$ cat src/rtl/alu_pkg.sv
// Shared definitions for the shared-ALU arbiter slice.
// ALU op codes, data width and arbiter state encoding.
package alu_pkg;

  localparam int DATA_W = 32;
  localparam int OP_W   = 3;

  typedef enum logic [2:0] {
    ALU_ADD = 3'b000,
    ALU_SUB = 3'b001,
    ALU_AND = 3'b010,
    ALU_OR  = 3'b011,
    ALU_XOR = 3'b100,
    ALU_SLT = 3'b101,
    ALU_SLL = 3'b110,
    ALU_SRL = 3'b111
  } alu_op_e;

  typedef enum logic {
    ARB_IDLE,
    ARB_HOLD
  } arb_state_e;

  // Shift amounts of 32 or more flush the operand to zero.
  function automatic logic big_shift(
    input logic [DATA_W-1:0] b
  );
    return |b[DATA_W-1:5];
  endfunction

endpackage

$ cat src/rtl/ALU_32_bit.sv
// Combinational 32-bit ALU: add/sub/and/or/xor/sltu/sll/srl.
// zero flags an all-zero result.
module ALU_32_bit
  import alu_pkg::*;
(
  input  logic [31:0] a,
  input  logic [31:0] b,
  input  logic [2:0]  alu_control,
  output logic [31:0] result,
  output logic        zero
);

  logic [31:0] w_res;

  always_comb begin
    w_res = '0;
    case (alu_control)
      ALU_ADD: w_res = a + b;
      ALU_SUB: w_res = a - b;
      ALU_AND: w_res = a & b;
      ALU_OR:  w_res = a | b;
      ALU_XOR: w_res = a ^ b;
      ALU_SLT: w_res = {31'd0, a < b};
      ALU_SLL: w_res = big_shift(b) ? '0 : a << b[4:0];
      ALU_SRL: w_res = big_shift(b) ? '0 : a >> b[4:0];
      default: w_res = '0;
    endcase
  end

  assign result = w_res;
  assign zero   = (w_res == '0);

endmodule

$ cat src/rtl/alu_share_arbiter_rr_arb2.sv
// Two-way round-robin grant from request valids and last grant.
// Purely combinational; at most one grant bit is set.
module rr_arb2 (
  input  logic [1:0] i_valid,
  input  logic       i_last,
  output logic [1:0] o_grant
);

  always_comb begin
    o_grant = 2'b00;
    case (i_valid)
      2'b01:   o_grant = 2'b01;
      2'b10:   o_grant = 2'b10;
      2'b11:   o_grant = i_last ? 2'b01 : 2'b10;
      default: o_grant = 2'b00;
    endcase
  end

endmodule

$ cat src/rtl/alu_share_arbiter.sv
// Shares one ALU between two valid/ready requesters.
// Round-robin issue, registered result held until the owner accepts.
module alu_share_arbiter
  import alu_pkg::*;
#(
  parameter int DATA_W     = 32,
  parameter int OP_W       = 3,
  parameter int FIRST_PRIO = 0,
  parameter int CNT_W      = 16
) (
  input  logic              clk,
  input  logic              reset,
  input  logic              r0_req_valid,
  output logic              r0_req_ready,
  input  logic [DATA_W-1:0] r0_a,
  input  logic [DATA_W-1:0] r0_b,
  input  logic [OP_W-1:0]   r0_op,
  output logic              r0_resp_valid,
  input  logic              r0_resp_ready,
  input  logic              r1_req_valid,
  output logic              r1_req_ready,
  input  logic [DATA_W-1:0] r1_a,
  input  logic [DATA_W-1:0] r1_b,
  input  logic [OP_W-1:0]   r1_op,
  output logic              r1_resp_valid,
  input  logic              r1_resp_ready,
  output logic [DATA_W-1:0] resp_result,
  output logic              resp_zero,
  output logic [CNT_W-1:0]  op_count
);

  localparam logic LAST_INIT = (FIRST_PRIO == 0);

  arb_state_e        r_state;
  logic              r_owner;
  logic              r_last;
  logic [DATA_W-1:0] r_result;
  logic              r_zero;
  logic [CNT_W-1:0]  r_count;

  logic [1:0]        w_valid;
  logic [1:0]        w_grant;
  logic              w_hold;
  logic              w_fire;
  logic              w_can;
  logic              w_issue;
  logic              w_sel;
  logic [DATA_W-1:0] w_a;
  logic [DATA_W-1:0] w_b;
  logic [OP_W-1:0]   w_op;
  logic [DATA_W-1:0] w_alu_res;
  logic              w_alu_zero;

  assign w_valid = {r1_req_valid, r0_req_valid};

  rr_arb2 u_arb (
    .i_valid (w_valid),
    .i_last  (r_last),
    .o_grant (w_grant)
  );

  assign w_hold = (r_state == ARB_HOLD);
  assign w_fire = w_hold
                & (r_owner ? r1_resp_ready : r0_resp_ready);

  // Acceptance in the same cycle frees the slot for a new issue.
  assign w_can  = ~reset & (~w_hold | w_fire);

  assign r0_req_ready = w_can & w_grant[0];
  assign r1_req_ready = w_can & w_grant[1];
  assign w_issue      = r0_req_ready | r1_req_ready;

  assign w_sel = w_grant[1];
  assign w_a   = w_sel ? r1_a  : r0_a;
  assign w_b   = w_sel ? r1_b  : r0_b;
  assign w_op  = w_sel ? r1_op : r0_op;

  ALU_32_bit u_alu (
    .a           (w_a),
    .b           (w_b),
    .alu_control (w_op),
    .result      (w_alu_res),
    .zero        (w_alu_zero)
  );

  always_ff @(posedge clk or posedge reset) begin
    if (reset) begin
      r_state  <= ARB_IDLE;
      r_owner  <= 1'b0;
      r_last   <= LAST_INIT;
      r_result <= '0;
      r_zero   <= 1'b0;
      r_count  <= '0;
    end else begin
      if (w_fire) begin
        r_count <= r_count + 1'b1;
      end
      if (w_issue) begin
        r_state  <= ARB_HOLD;
        r_owner  <= w_sel;
        r_last   <= w_sel;
        r_result <= w_alu_res;
        r_zero   <= w_alu_zero;
      end else if (w_fire) begin
        r_state <= ARB_IDLE;
      end
    end
  end

  assign r0_resp_valid = w_hold & ~r_owner;
  assign r1_resp_valid = w_hold &  r_owner;
  assign resp_result   = r_result;
  assign resp_zero     = r_zero;
  assign op_count      = r_count;

endmodule

$ cat config.mk
export PLATFORM = sky130hd
export DESIGN_NAME = alu_share_arbiter
export DESIGN_NICKNAME = d
export VERILOG_FILES = /design/src/rtl/alu_pkg.sv /design/src/rtl/ALU_32_bit.sv /design/src/rtl/alu_share_arbiter_rr_arb2.sv /design/src/rtl/alu_share_arbiter.sv
export SDC_FILE = /design/constraint.sdc
export NUM_CORES = 1
export LEC_CHECK = 0
export BUFFER_PORTS_ARGS = -buffer_cell sky130_fd_sc_hd__buf_4
export CAP_MARGIN = 10
export CELL_PAD_IN_SITES_DETAIL_PLACEMENT = 0
export CELL_PAD_IN_SITES_GLOBAL_PLACEMENT = 1
export CORE_ASPECT_RATIO = 0.7
export CORE_MARGIN = 1.5
export CORE_UTILIZATION = 47
export DETAILED_ROUTE_END_ITERATION = 8
export PLACE_DENSITY_LB_ADDON = 0.1
export SYNTH_ARGS = -nofsm -noshare
export SYNTH_HDL_FRONTEND = slang
export SYNTH_SLANG_ARGS = --single-unit
export TNS_END_PERCENT = 5
$ cat constraint.sdc
create_clock -name clk -period 11.7 [get_ports clk]
set_clock_uncertainty 0.15 [all_clocks]
set_input_delay 0.585 -clock clk [delete_from_list [all_inputs] [get_ports clk]]
set_output_delay 0.585 -clock clk [all_outputs]
set_load 0.05 [all_outputs]
Word level (Yosys, flattened, before mapping)
Cells that the tools add are included.
{"block": "totals", "register_bits": 52, "in_bits": 140, "out_inout_bits": 53}
{"block": "classes", "n_addsub": 3, "n_lt_le_gt_ge": 1, "n_eq_ne": 10, "shifts": 2, "muxes": 11, "n_bitwise": 14, "reduce_logical": 4}
{"operator": "one-hot mux 32 bit (8 select lines)", "n": 1}
{"operator": "2-to-1 mux 32 bit", "n": 4}
{"operator": "adder 32 bit", "n": 1}
{"operator": "AND 32 bit", "n": 1}
{"operator": "zero test 32 bit", "n": 1}
{"operator": "less-than comparator 32 bit", "n": 1}
{"operator": "OR 32 bit", "n": 1}
{"operator": "<< shifter 32 x 5 -> 32 bit", "n": 1}
{"operator": ">> shifter 32 x 5 -> 32 bit", "n": 1}
{"operator": "subtractor 32 bit", "n": 1}
{"operator": "bitwise XOR 32 bit", "n": 1}
{"operator": "OR reduction 27 bit", "n": 1}
{"operator": "adder 16 x 1 -> 16 bit, second input constant", "n": 1}
{"operator": "equality test 3 bit, second input constant", "n": 4}
{"operator": "AND 1 bit", "n": 6}
{"operator": "equality test 3 x 2 -> 1 bit, second input constant", "n": 2}
{"operator": "one-hot mux 2 bit (3 select lines)", "n": 1}
{"operator": "equality test 2 bit, second input constant", "n": 2}
{"operator": "equality test 3 x 1 -> 1 bit, second input constant", "n": 1}
{"operator": "zero test 3 bit", "n": 1}
{"operator": "2-to-1 mux 1 bit", "n": 3}
{"operator": "2-to-1 mux 3 bit", "n": 1}
{"operator": "inverter 1 bit", "n": 3}
{"operator": "equality test 2 x 1 -> 1 bit, second input constant", "n": 1}
{"operator": "3 further kinds", "n": 4}

Longest topological paths before layout
{"block": "logic_depth", "word_depth": 7, "ltp_mapped": 26}

Hierarchy
From an unflattened synthesis, not the netlist that was laid out.
{"block": "unflattened", "cells_unflattened": 1617, "area_unflattened_um2": 12869.8}
{"mod": "ALU_32_bit", "n_inst": 1, "cells_each": 1395, "area_each_um2": 9836.9}
{"mod": "alu_share_arbiter", "n_inst": 1, "cells_each": 219, "area_each_um2": 3014.1}
{"mod": "rr_arb2", "n_inst": 1, "cells_each": 3, "area_each_um2": 18.8}

Worst setup path after synthesis
OpenSTA, ideal clock, no wires.
{"block": "synth_timing", "path_type": "input port to flip-flop", "startpoint": "input port r0_req_valid", "endpoint": "register r_zero, in the netlist resp_zero", "setup_ps": 68, "t_arrival_ps": 5594, "setup_slack_ps": 5888, "path_stages": 26, "n_path_buf": 8, "path_cell_list": "buf_2 -> a21boi_4 -> buf_6 -> buf_4 -> buf_4 -> buf_4 -> buf_2 -> clkbuf_1 -> clkbuf_1 -> nand2_1 -> nand2_1 -> inv_1 -> ha_1 -> fa_1 -> o21ba_2 -> a21o_1 -> o31ai_1 -> a21o_1 -> a2111oi_0 -> a2111o_1 -> nor3_1 -> nand3_1 -> nor4_1 -> nand4_1 -> nor4_2 -> a32o_1"}
{"block": "synth_via", "elab_chain_cells": 7}
{"item": "start: declaration", "line_no": "alu_share_arbiter.sv:13", "source": "input logic r0_req_valid,"}
{"item": "equality test 2 bit or equality test 2 x 1 -> 1 bit (tied branches)", "line_no": "alu_share_arbiter_rr_arb2.sv:11", "source": "case (i_valid)"}
{"item": "one-hot mux 2 bit (3 select lines) (*)", "line_no": "alu_share_arbiter_rr_arb2.sv:11"}
{"item": "branches (longest 5 deep; another with subtractor 32 bit)"}
{"item": "end signal: assignment", "line_no": "alu_share_arbiter.sv:103", "source": "r_zero <= w_alu_zero;"}
{"item": "end: declaration", "line_no": "alu_share_arbiter.sv:38", "source": "logic r_zero;"}
Every way passes the cells marked *.
A chain may end at the register's enable or synchronous reset.

Worst setup path in the final report
{"block": "layout_timing", "startpoint": "input port r1_req_valid", "endpoint": "register r_zero, in the netlist resp_zero"}
{"block": "layout_via", "elab_chain_cells": 7}
{"item": "start: declaration", "line_no": "alu_share_arbiter.sv:20", "source": "input logic r1_req_valid,"}
{"item": "equality test 2 bit or equality test 2 x 1 -> 1 bit (tied branches)", "line_no": "alu_share_arbiter_rr_arb2.sv:11"}
{"item": "one-hot mux 2 bit (3 select lines) (*)", "line_no": "alu_share_arbiter_rr_arb2.sv:11"}
{"item": "branches (longest 5 deep; another with subtractor 32 bit)"}
Marks and branches as above.

==> impl_results.md <==
* Worst Setup Slack, final at 5050 ps
* Grt ovf at 0
* Synthesis-to-layout area growth at 11.7%
* Drt first-iter violations at 2,650
* VDD IR max at 0.000115 V
* Buf/Inv on CP at 3
* Num ports at 193
* Aggregate global-route resource usage at 43.5%
* Die footprint at 30,600 µm²
* Async SR Flop Fraction at 100%
* RSZ-0062 raised after global routing: false
* Flops & latches, synth at 52
* Type of the worst setup path: primary input to flip-flop
* Max cap viols at 0
* Total number of vias at 16.9k
* Crit path max fanout at 144
* ANT cells at 0
* Max_slew headroom at 26.2%
* Clock sink total at 52
* CTS Hold Buffers Added at 0
* Largest net degree at the start of global routing at 145
* Register area share after synthesis at 9.38%
* CTS H-tree lvls at 2
* Crit start category: primary input
* Die width at 208 µm
* Ys flop type: dfrtp_1
* Cell area after synthesis at 13,900 µm²
* Synthesized netlist net count at 2,202
* Hold Fails Final Rpt at 0
* Routed len/inst at 28.1 µm
* Syn Inst Count at 1,974
* Clock root buffer: clkbuf_16
* Clk buf depth at 2
* Critical path endpoint category: flip-flop
* Worst-Skew Late Latency at 290 ps
* Final Wtd Congestion at 1.12
* Pwr dens at 151 nW/µm²
* Post-route antenna net violation count at 0
* Resized cells post-CTS at 0
* Tightest Pin Transition at 1110 ps
* Setup violations, final at 0
* Nets at 2,291
* CP max-delay cell: a21boi_4
* First-pass GRT wire length at 101,000 µm
* DP Wirelength at 55,100 µm
* Slowest cell delay on critical path at 570 ps
* DIE HEIGHT at 147 µm
* Core area at 29,000 µm²
* Final period util at 56.9%
* Period minus WS final at 6650 ps
* Status: complete, no violations
* Max Clk Rate at 0.150 GHz
* Worst path top cell family by delay: compound AO/OA/AOI/OAI gates
* Worst-path clk slew at 70 ps
* Commonest non-fill, non-tap cell in the layout: nand2_1
* Row Count at 52
* Crit path DAT at 6730 ps
* Worst-path cell chain: buf_4, a21boi_4, buf_12, mux2_4, buf_4, ha_1, a21oi_1, o211ai_1, a211oi_1, a21oi_1, a31o_2, o22ai_1, nor2_1, or3_1, nand3_1, nand3_1, nor4_1, a32o_1
* Slew Limit Fails at 0
* EDFF count, synth at 0
* WL final at 68,700 µm
* Initial antenna violation count at 2
* TritonCTS Buffers at 5
* # port buffers at 192
* DP Worst Slack at 5060 ps
* First-pass iteration count of the detailed router at 7
* Filler cells at 2,860
* TNS Setup at 0 ps
* Post-CTS Setup Bufs at 0
* CP Data Required Time at 11,780 ps
* Ratio of cells with drive above 1 in the final layout at 14.5%
* Most frequent cells in the layout: nand2_1 (329), mux2i_1 (235), buf_4 (220)
* Residual DRC at 0
* Starting Density at 48.0%
* Leakage power at 7.16 nW
* CTS tree: built
* Vias/cell at 6.92
* Synth unique cells at 95
* Vias in the first global route at 15.0k
* Yosys warnings at 0
* Worst min path class: flip-flop to flip-flop
* Avg Cell Area, Syn at 7.04 µm²
[path summary, 6_finish.rpt]
check | end | slack [ps] | startpoint | depth (start not counted)
min reg2reg | op_count[15]$_DFFE_PP0P_ | 330 | op_count[15]$_DFFE_PP0P_ | 1
min in group asynchronous | resp_result[1]$_DFFE_PP0P_ | 420 | reset | 2
min | op_count[15]$_DFFE_PP0P_ | 330 | op_count[15]$_DFFE_PP0P_ | 1
max | resp_zero$_DFFE_PP0P_ | 5050 | r1_req_valid | 18
max reg2reg | resp_zero$_DFFE_PP0P_ | 5090 | r_last$_DFFE_PP1P_ | 17
max in group asynchronous | op_count[15]$_DFFE_PP0P_ | 10320 | reset | 2
[flip-flops by register name, summed over array words and instances, names as in the netlist]
register     cells
resp_result     32
r_owner          1
resp_zero        1
op_count        16
r_last           1
r_state          1
[metal layers]
metal  track usage (%)  part of all wire, %  up-vias
li1                  -                    -     7472
met3              16.7                   17      112
met1              64.9                   44     7984
met4              9.67                  2.7        0
met5                 0                    0        -
met2              57.5                   37     1323
[where the power goes]
group / switching [mW] / internal, mW / leakage [nW]
clock network: 0.0665 / 0.102 / 0.0815
registers: 0.0503 / 0.241 / 0.670
logic: 1.30 / 0.588 / 6.41
total: 1.41 / 0.931 / 7.16
[per-stage QoR]
step	cells	total power, mW	hold slack, ps	utilization (%)	cell area, µm²
final	2442	2.35	329	53.6	15500
after CTS	2442	2.26	331	53.6	15500
after detailed placement	2434	2.08	320	53.0	15300
after global placement	2434	2.08	313	53.0	15300
after floorplan	1974	1.49	332	-	13900
after global routing	2442	2.44	347	53.6	15500
[cells in the mapped netlist (28+ instances only)]
cell type  count  share of area [%]
mux2_2        31                2.5
nor3_1        58                2.1
ha_1          86                7.7
clkbuf_1      59                1.6
nor2_1       113                3.1
o211ai_1      28                1.5
a211oi_1      31                1.7
mux2i_1      236                 17
o21bai_1      28                1.5
nand2_1      329                8.9
inv_1         91                2.5
a21oi_1      138                5.0
o21ai_0      108                3.9
buf_2         41                1.5
nand3_1       62                2.2
dfrtp_1       51                9.2
[layout make-up]
class                   instances  area, µm²  area share [%]
multi-input cells            1689      11500            74.4
well taps                     378        473            3.05
clock buffers                   6        129           0.831
inverters                      94        355            2.29
flip-flops and latches         52       1300            8.39
repair buffers                221       1670            10.8
clock inverters                 2       38.8           0.250
[kinds of logic after synthesis]
kind of cell | Yosys count | synth area share (%)
AOI/OAI and AO/OA | 563 | 27.5
muxes | 280 | 21.2
DFF | 52 | 9.38
adders and majority gates | 88 | 8.04
buffers and inverters | 233 | 7.60
and+or+nand+nor | 716 | 23.7
xor gates and xnor gates | 42 | 2.65
No activity file was read; power rests on OpenSTA's default activity.
